## src/rtl/pipe_skid_if.sv

```systemverilog
// Handshake bundle for one elastic pipeline stage boundary.
interface pipe_skid_if #(
  parameter int unsigned CTRL_W = 5,
  parameter int unsigned DATA_W = 97,
  parameter int unsigned REG_W  = 5
);
  logic              flush;
  logic              in_valid;
  logic              in_ready;
  logic [CTRL_W-1:0] in_ctrl;
  logic [DATA_W-1:0] in_data;
  logic [REG_W-1:0]  in_dest;
  logic              out_valid;
  logic              out_ready;
  logic [CTRL_W-1:0] out_ctrl;
  logic [DATA_W-1:0] out_data;
  logic [REG_W-1:0]  out_dest;
  logic              fwd_valid;
  logic [REG_W-1:0]  fwd_dest;
  logic [1:0]        occupancy;

  // Producer/consumer side that drives the stage and observes it.
  modport master (
    output flush, in_valid, in_ctrl, in_data, in_dest, out_ready,
    input  in_ready, out_valid, out_ctrl, out_data, out_dest,
           fwd_valid, fwd_dest, occupancy
  );

  // The stage register itself.
  modport slave (
    input  flush, in_valid, in_ctrl, in_data, in_dest, out_ready,
    output in_ready, out_valid, out_ctrl, out_data, out_dest,
           fwd_valid, fwd_dest, occupancy
  );
endinterface

```

## src/rtl/pipe_skid_reg.sv

```systemverilog
// Elastic pipeline stage register with optional two-entry skid buffer,
// synchronous flush and a forwarding tap for the hazard unit.
module pipe_skid_reg #(
  parameter int unsigned CTRL_W = 5,
  parameter int unsigned DATA_W = 97,
  parameter int unsigned REG_W  = 5,
  parameter int unsigned SKID   = 1
) (
  input  logic clk,
  input  logic reset,
  pipe_skid_if.slave bus
);

  localparam bit HAS_SKID = (SKID != 0);

  logic              head_valid_q, head_valid_d;
  logic [CTRL_W-1:0] head_ctrl_q,  head_ctrl_d;
  logic [DATA_W-1:0] head_data_q,  head_data_d;
  logic [REG_W-1:0]  head_dest_q,  head_dest_d;
  logic              skid_valid_q, skid_valid_d;
  logic [CTRL_W-1:0] skid_ctrl_q,  skid_ctrl_d;
  logic [DATA_W-1:0] skid_data_q,  skid_data_d;
  logic [REG_W-1:0]  skid_dest_q,  skid_dest_d;

  logic accept_c;
  logic release_c;

  // With a skid entry in_ready comes straight from a register; without one it
  // must look at out_ready to keep full throughput.
  assign bus.in_ready = HAS_SKID ? !skid_valid_q : (!head_valid_q || bus.out_ready);
  assign accept_c     = bus.in_valid && bus.in_ready;
  assign release_c    = head_valid_q && bus.out_ready;

  // Head drives the outputs; ctrl is gated so a bubble never writes anything.
  assign bus.out_valid = head_valid_q;
  assign bus.out_ctrl  = head_valid_q ? head_ctrl_q : '0;
  assign bus.out_data  = head_data_q;
  assign bus.out_dest  = head_dest_q;
  assign bus.fwd_valid = head_valid_q && head_ctrl_q[0];
  assign bus.fwd_dest  = head_dest_q;
  assign bus.occupancy = 2'({1'b0, head_valid_q}) + 2'({1'b0, skid_valid_q});

  // Next-state: flush first, then refill head from skid or input, else park in skid.
  always_comb begin
    head_valid_d = head_valid_q;
    head_ctrl_d  = head_ctrl_q;
    head_data_d  = head_data_q;
    head_dest_d  = head_dest_q;
    skid_valid_d = skid_valid_q;
    skid_ctrl_d  = skid_ctrl_q;
    skid_data_d  = skid_data_q;
    skid_dest_d  = skid_dest_q;

    if (bus.flush) begin
      head_valid_d = 1'b0;
      head_ctrl_d  = '0;
      skid_valid_d = 1'b0;
      skid_ctrl_d  = '0;
    end else if (!head_valid_q || release_c) begin
      if (skid_valid_q) begin
        head_valid_d = 1'b1;
        head_ctrl_d  = skid_ctrl_q;
        head_data_d  = skid_data_q;
        head_dest_d  = skid_dest_q;
        skid_valid_d = 1'b0;
      end else if (accept_c) begin
        head_valid_d = 1'b1;
        head_ctrl_d  = bus.in_ctrl;
        head_data_d  = bus.in_data;
        head_dest_d  = bus.in_dest;
      end else begin
        head_valid_d = 1'b0;
      end
    end else if (HAS_SKID && accept_c) begin
      skid_valid_d = 1'b1;
      skid_ctrl_d  = bus.in_ctrl;
      skid_data_d  = bus.in_data;
      skid_dest_d  = bus.in_dest;
    end
  end

  // Entry registers; reset clears everything without waiting for a clock.
  always_ff @(posedge clk or negedge reset) begin
    if (!reset) begin
      head_valid_q <= 1'b0;
      head_ctrl_q  <= '0;
      head_data_q  <= '0;
      head_dest_q  <= '0;
      skid_valid_q <= 1'b0;
      skid_ctrl_q  <= '0;
      skid_data_q  <= '0;
      skid_dest_q  <= '0;
    end else begin
      head_valid_q <= head_valid_d;
      head_ctrl_q  <= head_ctrl_d;
      head_data_q  <= head_data_d;
      head_dest_q  <= head_dest_d;
      skid_valid_q <= skid_valid_d;
      skid_ctrl_q  <= skid_ctrl_d;
      skid_data_q  <= skid_data_d;
      skid_dest_q  <= skid_dest_d;
    end
  end

endmodule

```

## src/flat_wrapper.sv

```systemverilog
// flat-port wrapper written by rule: the top's interface ports become plain ports
module pipe_skid_reg_flat 
#(
  parameter int unsigned CTRL_W = 5,
  parameter int unsigned DATA_W = 97,
  parameter int unsigned REG_W  = 5,
  parameter int unsigned SKID   = 1
)
  (clk, reset, bus_flush, bus_in_valid, bus_in_ctrl, bus_in_data, bus_in_dest, bus_out_ready, bus_in_ready, bus_out_valid, bus_out_ctrl, bus_out_data, bus_out_dest, bus_fwd_valid, bus_fwd_dest, bus_occupancy);
  pipe_skid_if #(.CTRL_W(CTRL_W), .DATA_W(DATA_W), .REG_W(REG_W)) bus_i ();
  input  logic clk;
  input  logic reset;
  input wire logic [$bits(bus_i.flush)-1:0] bus_flush;
  input wire logic [$bits(bus_i.in_valid)-1:0] bus_in_valid;
  input wire logic [$bits(bus_i.in_ctrl)-1:0] bus_in_ctrl;
  input wire logic [$bits(bus_i.in_data)-1:0] bus_in_data;
  input wire logic [$bits(bus_i.in_dest)-1:0] bus_in_dest;
  input wire logic [$bits(bus_i.out_ready)-1:0] bus_out_ready;
  output wire logic [$bits(bus_i.in_ready)-1:0] bus_in_ready;
  output wire logic [$bits(bus_i.out_valid)-1:0] bus_out_valid;
  output wire logic [$bits(bus_i.out_ctrl)-1:0] bus_out_ctrl;
  output wire logic [$bits(bus_i.out_data)-1:0] bus_out_data;
  output wire logic [$bits(bus_i.out_dest)-1:0] bus_out_dest;
  output wire logic [$bits(bus_i.fwd_valid)-1:0] bus_fwd_valid;
  output wire logic [$bits(bus_i.fwd_dest)-1:0] bus_fwd_dest;
  output wire logic [$bits(bus_i.occupancy)-1:0] bus_occupancy;
  assign bus_i.flush = bus_flush;
  assign bus_i.in_valid = bus_in_valid;
  assign bus_i.in_ctrl = bus_in_ctrl;
  assign bus_i.in_data = bus_in_data;
  assign bus_i.in_dest = bus_in_dest;
  assign bus_i.out_ready = bus_out_ready;
  assign bus_in_ready = bus_i.in_ready;
  assign bus_out_valid = bus_i.out_valid;
  assign bus_out_ctrl = bus_i.out_ctrl;
  assign bus_out_data = bus_i.out_data;
  assign bus_out_dest = bus_i.out_dest;
  assign bus_fwd_valid = bus_i.fwd_valid;
  assign bus_fwd_dest = bus_i.fwd_dest;
  assign bus_occupancy = bus_i.occupancy;
  pipe_skid_reg #(.CTRL_W(CTRL_W), .DATA_W(DATA_W), .REG_W(REG_W), .SKID(SKID)) u_core (.clk(clk), .reset(reset), .bus(bus_i));
endmodule
```

## config.mk

```make
export PLATFORM = sky130hd
export DESIGN_NAME = pipe_skid_reg_flat
export DESIGN_NICKNAME = d
export VERILOG_FILES = /design/src/rtl/pipe_skid_if.sv /design/src/rtl/pipe_skid_reg.sv /design/src/flat_wrapper.sv
export SDC_FILE = /design/constraint.sdc
export NUM_CORES = 1
export LEC_CHECK = 0
export CAP_MARGIN = 20
export CORE_MARGIN = 2
export CORE_UTILIZATION = 41
export DETAILED_ROUTE_END_ITERATION = 8
export GPL_TIMING_DRIVEN = 0
export MAX_ROUTING_LAYER = met4
export PLACE_DENSITY = 0.71
export SLEW_MARGIN = 20
export SYNTH_ARGS = -nofsm -noshare
export SYNTH_HDL_FRONTEND = slang
export SYNTH_SLANG_ARGS = --single-unit
```

## constraint.sdc

```tcl
create_clock -name clk -period 2.7 [get_ports clk]
set_input_delay 0.675 -clock clk [delete_from_list [all_inputs] [get_ports clk]]
set_output_delay 0.675 -clock clk [all_outputs]
set_load 0.03 [all_outputs]
```

== Word-level counts from Yosys, hierarchy flattened ==
Index checks and enable logic that the tools add are counted.

* Output and inout bits: 117
* Bits of input ports: 112
* Word-level logic and storage cells: 45
* Bits in registers: 216

* Bitwise gates (word level): 2
* Add/subtract/negate cells: 1
* Mux-type cells: 18
* Reduce and logical (&&, ||, !) cells: 15
* Equality and inequality tests: 1

{| class="wikitable"
|+ Operators with widths
! operator !! number
|-
| 97-bit 2-to-1 mux || 2
|-
| 5-bit 2-to-1 mux || 9
|-
| 1-bit 2-to-1 mux || 7
|-
| 3-bit AND reduction || 2
|-
| 2-bit nonzero test || 3
|-
| 3-bit nonzero test || 2
|-
| 2-bit AND reduction || 2
|-
| 1-bit logical AND || 3
|-
| 1-bit by 1-bit adder with 2-bit output || 1
|-
| 1-bit zero test || 2
|-
| 2-bit != test (second input constant) || 1
|-
| 1-bit inverter || 2
|-
| 1-bit logical OR || 1
|}

== Logic depth before layout (Yosys ltp) ==
Gate-level depths: netlist (run 1).

* Word-level depth: 6
* Mapped depth: 6
* Gate-level depth less buffers: 3

== Least setup slack after synthesis (run 1) ==
No wires, ideal clock.

* Path type: input-to-reg
* Start: input bus_out_ready
* End: register u_core.skid_data_q[56]
* Data arrival time: 1843 ps
* Cell stages on the path: 6
* Path slack: 730 ps
* Required time: 2573 ps
* Buffers on the path: 3
* Library setup time: 127 ps
* Cell sequence: nand2b_1 -> nor4b_2 -> buf_4 -> buf_8 -> buf_6 -> mux2_1

* Longest elaborated chain between the ends: 4

{| class="wikitable"
|+ Ends and longest elaborated chain
! what !! line !! text
|-
| from (decl) || flat_wrapper.sv:18 || <nowiki>input wire logic [$bits(bus_i.out_ready)-1:0] bus_out_ready;</nowiki>
|-
| 1-bit logical AND || pipe_skid_reg.sv:32 || <nowiki>assign release_c = head_valid_q && bus.out_ready;</nowiki>
|-
| 1-bit logical OR || pipe_skid_reg.sv:59 || <nowiki>end else if (!head_valid_q || release_c) begin</nowiki>
|-
| 1-bit inverter (no line) || -- ||
|-
| 3-bit AND reduction (no line) || -- ||
|-
| to (signal assigned) || pipe_skid_reg.sv:100 || <nowiki>skid_data_q <= skid_data_d;</nowiki>
|-
| to (decl) || pipe_skid_reg.sv:22 || <nowiki>logic [DATA_W-1:0] skid_data_q, skid_data_d;</nowiki>
|}

No other way between the ends.
A chain may end at the register's enable or synchronous reset.

== Worst setup path in the final report (run 1) ==
* Start: register u_core.head_valid_q (netlist: u_core.bus.out_valid)
* End: output bus_out_ctrl[0]

* Longest elaborated chain between the ends: 1

{| class="wikitable"
|+ Ends and longest elaborated chain
! what !! line !! text
|-
| from (decl) || pipe_skid_reg.sv:16 || <nowiki>logic head_valid_q, head_valid_d;</nowiki>
|-
| from (signal assigned) || pipe_skid_reg.sv:94 || <nowiki>head_valid_q <= head_valid_d;</nowiki>
|-
| 5-bit 2-to-1 mux || pipe_skid_reg.sv:36 || <nowiki>assign bus.out_ctrl = head_valid_q ? head_ctrl_q : '0;</nowiki>
|-
| to (decl) || flat_wrapper.sv:21 || <nowiki>output wire logic [$bits(bus_i.out_ctrl)-1:0] bus_out_ctrl;</nowiki>
|}

No other way between the ends.

==> results of run 1 <==
==> cells by family (layout without fill, tap and decap cells) <==
kind of cell,Yosys count,count (layout),share of synthesized area [%]
adder cells (fa/ha/maj),1,1,0.133
multiplexers,311,311,37.2
AND/OR/NAND/NOR,12,12,0.905
buffers and inverters,42,314,3.17
AO/OA/AOI/OAI,13,13,1.16
flip-flops,216,216,57.5
==> stage by stage <==
step           total power, mW  worst slack (ns)  hold slack (ns)  cell area (sq um)  setup TNS [ns]
6_report                  9.90            0.0833           0.0345              12900               0
5_1_grt                   10.4           0.00705           0.0357              12900               0
4_1_cts                   10.0           0.00386           0.0217              12900               0
3_5_place_dp              6.80            -0.147            0.468              12100           -9.65
3_3_place_gp              6.73             -8.58            0.461              12000        -1858.93
2_1_floorplan             5.68             0.730            0.379               9410               0
==> layer usage <==
layer	up-vias	part of all wire, %	GRT usage [%]
met4	0	2.9	5.81
met5	-	0	-
met2	147	47	27.5
met3	35	5.1	3.45
li1	2661	-	-
met1	2911	45	23.6
==> cells in the final DEF (no fill, tap or decap), types with 2 or more instances in the layout <==
master           count
mux2i_1              5
clkbuf_16           25
buf_8                4
o2bb2ai_1            5
buf_2                4
clkbuf_8             8
clkinv_2             2
mux2_1              25
buf_4               23
mux2_2             281
buf_6                2
dfrtp_1            216
clkdlybuf4s50_1    225
and2_1               5
clkbuf_1            15
buf_16               2
a22o_1               5
==> registers in the layout, summed over array words and instances, names as in the netlist <==
| register | flops |
|---|---|
| u_core.bus.fwd_dest | 5 |
| u_core.bus.out_data | 97 |
| u_core.bus.out_valid | 1 |
| u_core.head_ctrl_q | 5 |
| u_core.skid_ctrl_q | 5 |
| u_core.skid_data_q | 97 |
| u_core.skid_dest_q | 5 |
| u_core.skid_valid_q | 1 |
==> how the worst max path moves through the flow <==
stage / from / to / slack (ns) / depth (start not counted)
finish: u_core.bus.out_valid / bus_out_ctrl[0] / 0.08 / 3
global route: u_core.bus.out_valid / bus_out_ctrl[0] / 0.007 / 3
CTS: u_core.bus.out_valid / bus_occupancy[0] / 0.004 / 2
detailed placement: bus_out_ready / u_core.bus.out_data[68] / -0.15 / 6
global placement: reset / u_core.bus.out_data[22] / -8.58 / 1
floorplan: bus_out_ready / u_core.skid_data_q[56] / 0.73 / 6
==> worst reg2reg max path: stages (launching register included) <==
cell     delay [ns]
dfrtp_1        0.47
and2b_1        0.25
nor3_2         0.30
buf_2          0.39
buf_4          0.28
mux2_2         0.36
==> cell type report <==
type	instances	area, sq um
Buffer	40	290
Clock buffer	40	762
Clock inverter	3	18.8
Fill cell	1886	9690
Inverter	1	3.75
Multi-Input combinational cell	337	3700
Sequential cell	216	5410
Tap cell	285	357
Timing Repair Buffer	230	2340
==> power breakdown <==
part	switching [mW]	total, mW	internal (mW)
Clock	1.27	3.18	1.91
Sequential	0.330	4.26	3.93
Combinational	1.17	2.46	1.29
Total	2.77	9.90	7.13
==> repair_timing <==
item,CTS,global route
gates resized for setup,2,1
setup endpoints to repair,1,1
setup buffers,0,0
hold buffers,0,0
hold endpoints to repair,0,0
==> impl_metrics.toml, run 1 <==
[synthesis]
synth_nets = 708
synth.top_cell.area_share_pct = 57.5
yosysWarningCount = 0
synthFlopType = "dfrtp_1"
syn_avg_cell_area_sq_um = 15.8
synth_most_common_cell = "mux2_2"
ys_async_sr_fraction_pct = 100
synthTopCellsByCount = "mux2_2 (281), dfrtp_1 (216), buf_4 (25), mux2_1 (25), clkbuf_1 (8)"
synth-seq-cells = 216
yosysTopAreaCell = "dfrtp_1"
synth_edf_count = 0
synthCells = 595
synthesis.area_sq_um = 9410
synth_top_cells_by_area = "dfrtp_1 (57%), mux2_2 (34%), mux2_1 (3.0%), buf_4 (2.0%), mux2i_1 (0.53%)"
ys_seq_area_share_pct = 57.5
ys_types = 24

[global_routing]
grt_pass1_vias = 6113
grt_first_pass_wirelength_um = 33200
gr-total-overflow = 0
grt_antenna_before_repair = 0
grt_usage_pct = 17.7
grt_max_degree = 96

[cts]
cts_buffers = 24
cts_num_sinks = 216
cts.clk_slew.worst_paths_ns = 0.06
cts_root_buf = "clkbuf_16"
h-tree-depth = 1
clk_latency_ns = 0.51
cts.path.max_buffers = 3
cts_tree = "built"

[timing]
relSlewSlack_pct = 55.3
fmax_mhz = 382
setup-violations-final = 0
rsz0062_at_grt = "no"
worst_slew_pin_slew_ns = 0.670
clock_skew_ns = 0.00549
fin_crit_sh_pct = 96.9
maxSlewViolCount = 0
period_needed_ns = 2.62
final_hold_viol_count = 0

[route]
drt_iter0_drc = 146
wl_um = 20900
via_count = 5754
drc_errors = 0
wire_per_inst_um = 18.1
drtAntennaViolNets = 0
dr.pass1.iters = 4
routed_via_density = 4.99

[place]
dp.cells = 1110
numPortBuffers = 228
gp_congestion = 0.778
hpwl_um = 14600

[floorplanning]
row_count = 55
io_pins = 229
die_w_um = 155
start_util_pct = 41.7
die_y_um = 155
core_sq_um = 22600
die_area_sq_um = 24200

[critical_path]
cp.arrival_ns = 1.94
crit_required_ns = 2.03
r2r-end = "u_core.bus.out_data[53]"
worst_path_largest_cell_delay_ns = 0.65
path_buf_inv = 2
worstReg2RegStart = "u_core.bus.out_valid"
r2r_cells = 5
endpoint_kind = "output port"
cp-start-kind = "flip-flop"
worst-setup-path-type = "reg -> out"
r2r_slack_ns = 0.53
slowest_stage = "clkdlybuf4s50_1"
crit_chain = "and2_1 -> buf_4 -> clkdlybuf4s50_1"
path_delay_family = "buffers and inverters"
critPathMaxFanout = 9

[power]
ir_drop_mv = 0.614
p_leak_nw = 5.36
power_per_cell_area_nw_per_um2 = 768

[layout]
utilization_pct = 57.1
diodes = 0
finalNonFillerCells = 1152
nets = 963
layout-drive-gt1-share_pct = 40.9
areaGrowthSynthToFinish_pct = 37.0

[worst_hold_path]
hold_class = "in -> async"

[status]
outcome = "completed"

[job]
max_cap_violations = 0
No activity file was read; power rests on OpenSTA's default activity.
==> run 2, diff against run 1 <==
--- a/config.mk
+++ b/config.mk
@@ -8,6 +8,7 @@
 export CAP_MARGIN = 20
 export CORE_MARGIN = 2
 export CORE_UTILIZATION = 41
+export CTS_CLUSTER_SIZE = 12
 export DETAILED_ROUTE_END_ITERATION = 8
 export GPL_TIMING_DRIVEN = 0
 export MAX_ROUTING_LAYER = met4
==> results of run 2 <==
Same layout as run 1: the final DEF is identical, and so are final timing and power.
==> run 3, diff against run 2 <==
--- a/config.mk
+++ b/config.mk
@@ -7,13 +7,12 @@
 export LEC_CHECK = 0
 export CAP_MARGIN = 20
 export CORE_MARGIN = 2
-export CORE_UTILIZATION = 41
+export CORE_UTILIZATION = 35
 export CTS_CLUSTER_SIZE = 12
 export DETAILED_ROUTE_END_ITERATION = 8
 export GPL_TIMING_DRIVEN = 0
 export MAX_ROUTING_LAYER = met4
-export PLACE_DENSITY = 0.71
-export SLEW_MARGIN = 20
+export PLACE_DENSITY = 0.63
 export SYNTH_ARGS = -nofsm -noshare
 export SYNTH_HDL_FRONTEND = slang
 export SYNTH_SLANG_ARGS = --single-unit
==> run 3 against run 2 <==
Compared with the run above:
- register-to-register slack better by 0.13 ns
- sequential share of layout area is 0.12 points lower
- clock skew is 0.0032 ns higher
- largest cell class unchanged
==> impl_metrics.toml, run 3 (synthesized netlist as in run 1, its figures left out) <==
[critical_path]
slowest_stage = "clkdlybuf4s50_1"
r2r_slack_ns = 0.66
crit_required_ns = 2.03
worstReg2RegStart = "u_core.bus.out_valid"
cp-start-kind = "flip-flop"
cp.arrival_ns = 1.92
critPathMaxFanout = 9
worst_path_largest_cell_delay_ns = 0.65
r2r_cells = 5
crit_start = "u_core.bus.out_valid"
path_buf_inv = 2
crit_chain = "and2_1 -> buf_4 -> clkdlybuf4s50_1"
path_delay_family = "buffers and inverters"
endpoint_kind = "output port"
worst-path-stages = 3
worst-setup-path-type = "reg -> out"

[timing]
setup-violations-final = 0
rsz0062_at_grt = "no"
fin_crit_sh_pct = 96.2
whs_ns = 0.211
maxSlewViolCount = 0
fmax_mhz = 385
worst_slew_pin_slew_ns = 0.855
final_hold_viol_count = 0
relSlewSlack_pct = 43.0
clock_skew_ns = 0.00867
period_needed_ns = 2.60

[status]
outcome = "completed"

[global_routing]
grt_antenna_before_repair = 0
grt_max_degree = 111
grt_usage_pct = 15.3
grt_pass1_vias = 6052
gr-total-overflow = 0
grt_first_pass_wirelength_um = 33500

[cts]
clk_latency_ns = 0.50
cts.path.max_buffers = 3
cts_num_sinks = 216
cts.clk_slew.worst_paths_ns = 0.06
cts_root_buf = "clkbuf_16"
cts_resized = 3
postCtsSetupBuffers = 0
hold_buffers = 0
cts_buffers = 25
cts_tree = "built"
h-tree-depth = 1

[floorplanning]
row_count = 60
die_w_um = 168
die_area_sq_um = 28200
start_util_pct = 35.3
io_pins = 229
core_sq_um = 26700
die_y_um = 168

[layout]
areaGrowthSynthToFinish_pct = 37.4
final_common_cell = "mux2_2"
nets = 963
utilization_pct = 48.5
diodes = 0
final_cell_mix = "mux2_2 (281), clkdlybuf4s50_1 (225), dfrtp_1 (215), mux2_1 (25), clkbuf_16 (25)"
finalInstanceArea_sq_um = 12900
layout-drive-gt1-share_pct = 41.5

[place]
gp_congestion = 0.722
hpwl_um = 14900
numPortBuffers = 228
dpl_cell_area_sq_um = 12100

[power]
ir_drop_mv = 0.468
power_per_cell_area_nw_per_um2 = 767
p_leak_nw = 5.34

[worst_hold_path]
hold_class = "in -> async"

[route]
drt_iter0_drc = 211
wire_per_inst_um = 17.6
dr.pass1.iters = 4
via_count = 5711
routed_via_density = 4.74
wl_um = 21200
drc_errors = 0
drtAntennaViolNets = 0

[job]
max_cap_violations = 0
-- run 3: final cells by class --
| cell class | count | area [sq um] |
|---|---|---|
| inverter | 1 | 3.75 |
| tap | 341 | 427 |
| buffer | 40 | 287 |
| multi-input combinational | 337 | 3700 |
| fill | 2353 | 13700 |
| clock inverter | 7 | 60.1 |
| timing repair buffer | 229 | 2310 |
| clock buffer | 33 | 726 |
| sequential | 216 | 5410 |
-- run 3: per-layer routing --
| layer | vias up | track usage (%) | wire length [um] | share of wire [%] |
|---|---|---|---|---|
| met5 | - | - | 0 | 0 |
| met3 | 35 | 4.30 | 1510 | 7.1 |
| met1 | 2857 | 20.0 | 9790 | 46 |
| met2 | 166 | 23.6 | 9490 | 45 |
| li1 | 2653 | - | - | - |
| met4 | 0 | 3.97 | 453 | 2.1 |
-- run 3: final timing paths --
path	to
worst min register to register	u_core.skid_data_q[42]
worst max-delay path	bus_out_ctrl[0]
worst min-delay path	u_core.bus.out_data[40]
min in group clk	u_core.skid_data_q[42]
max in group asynchronous	u_core.bus.out_data[84]
worst max register to register	u_core.bus.out_data[77]
-- run 3: power breakdown --
group / switching [mW] / total (mW) / internal, mW
clock: 1.26 / 3.21 / 1.95
sequential: 0.327 / 4.26 / 3.93
combinational: 1.16 / 2.44 / 1.29
total: 2.74 / 9.91 / 7.17
-- run 3: worst register-to-register path, cell delays in order (launching register included) --
cell and delay, ns:
dfrtp_2 0.46, and2b_1 0.23, nor3_2 0.25, buf_2 0.35, buf_4 0.28, mux2_2 0.36
-- run 3: through the flow --
stage | std cells | setup WS (ns) | setup TNS, ns | total power, mW
2_1_floorplan | 595 | 0.730 | 0 | 5.68
3_3_place_gp | 1164 | -8.81 | -1907.21 | 6.73
3_5_place_dp | 1165 | -0.131 | -9.30 | 6.79
4_1_cts | 1204 | 0.0613 | 0 | 10.1
5_1_grt | 1204 | 0.00575 | 0 | 10.4
6_report | 1204 | 0.103 | 0 | 9.91
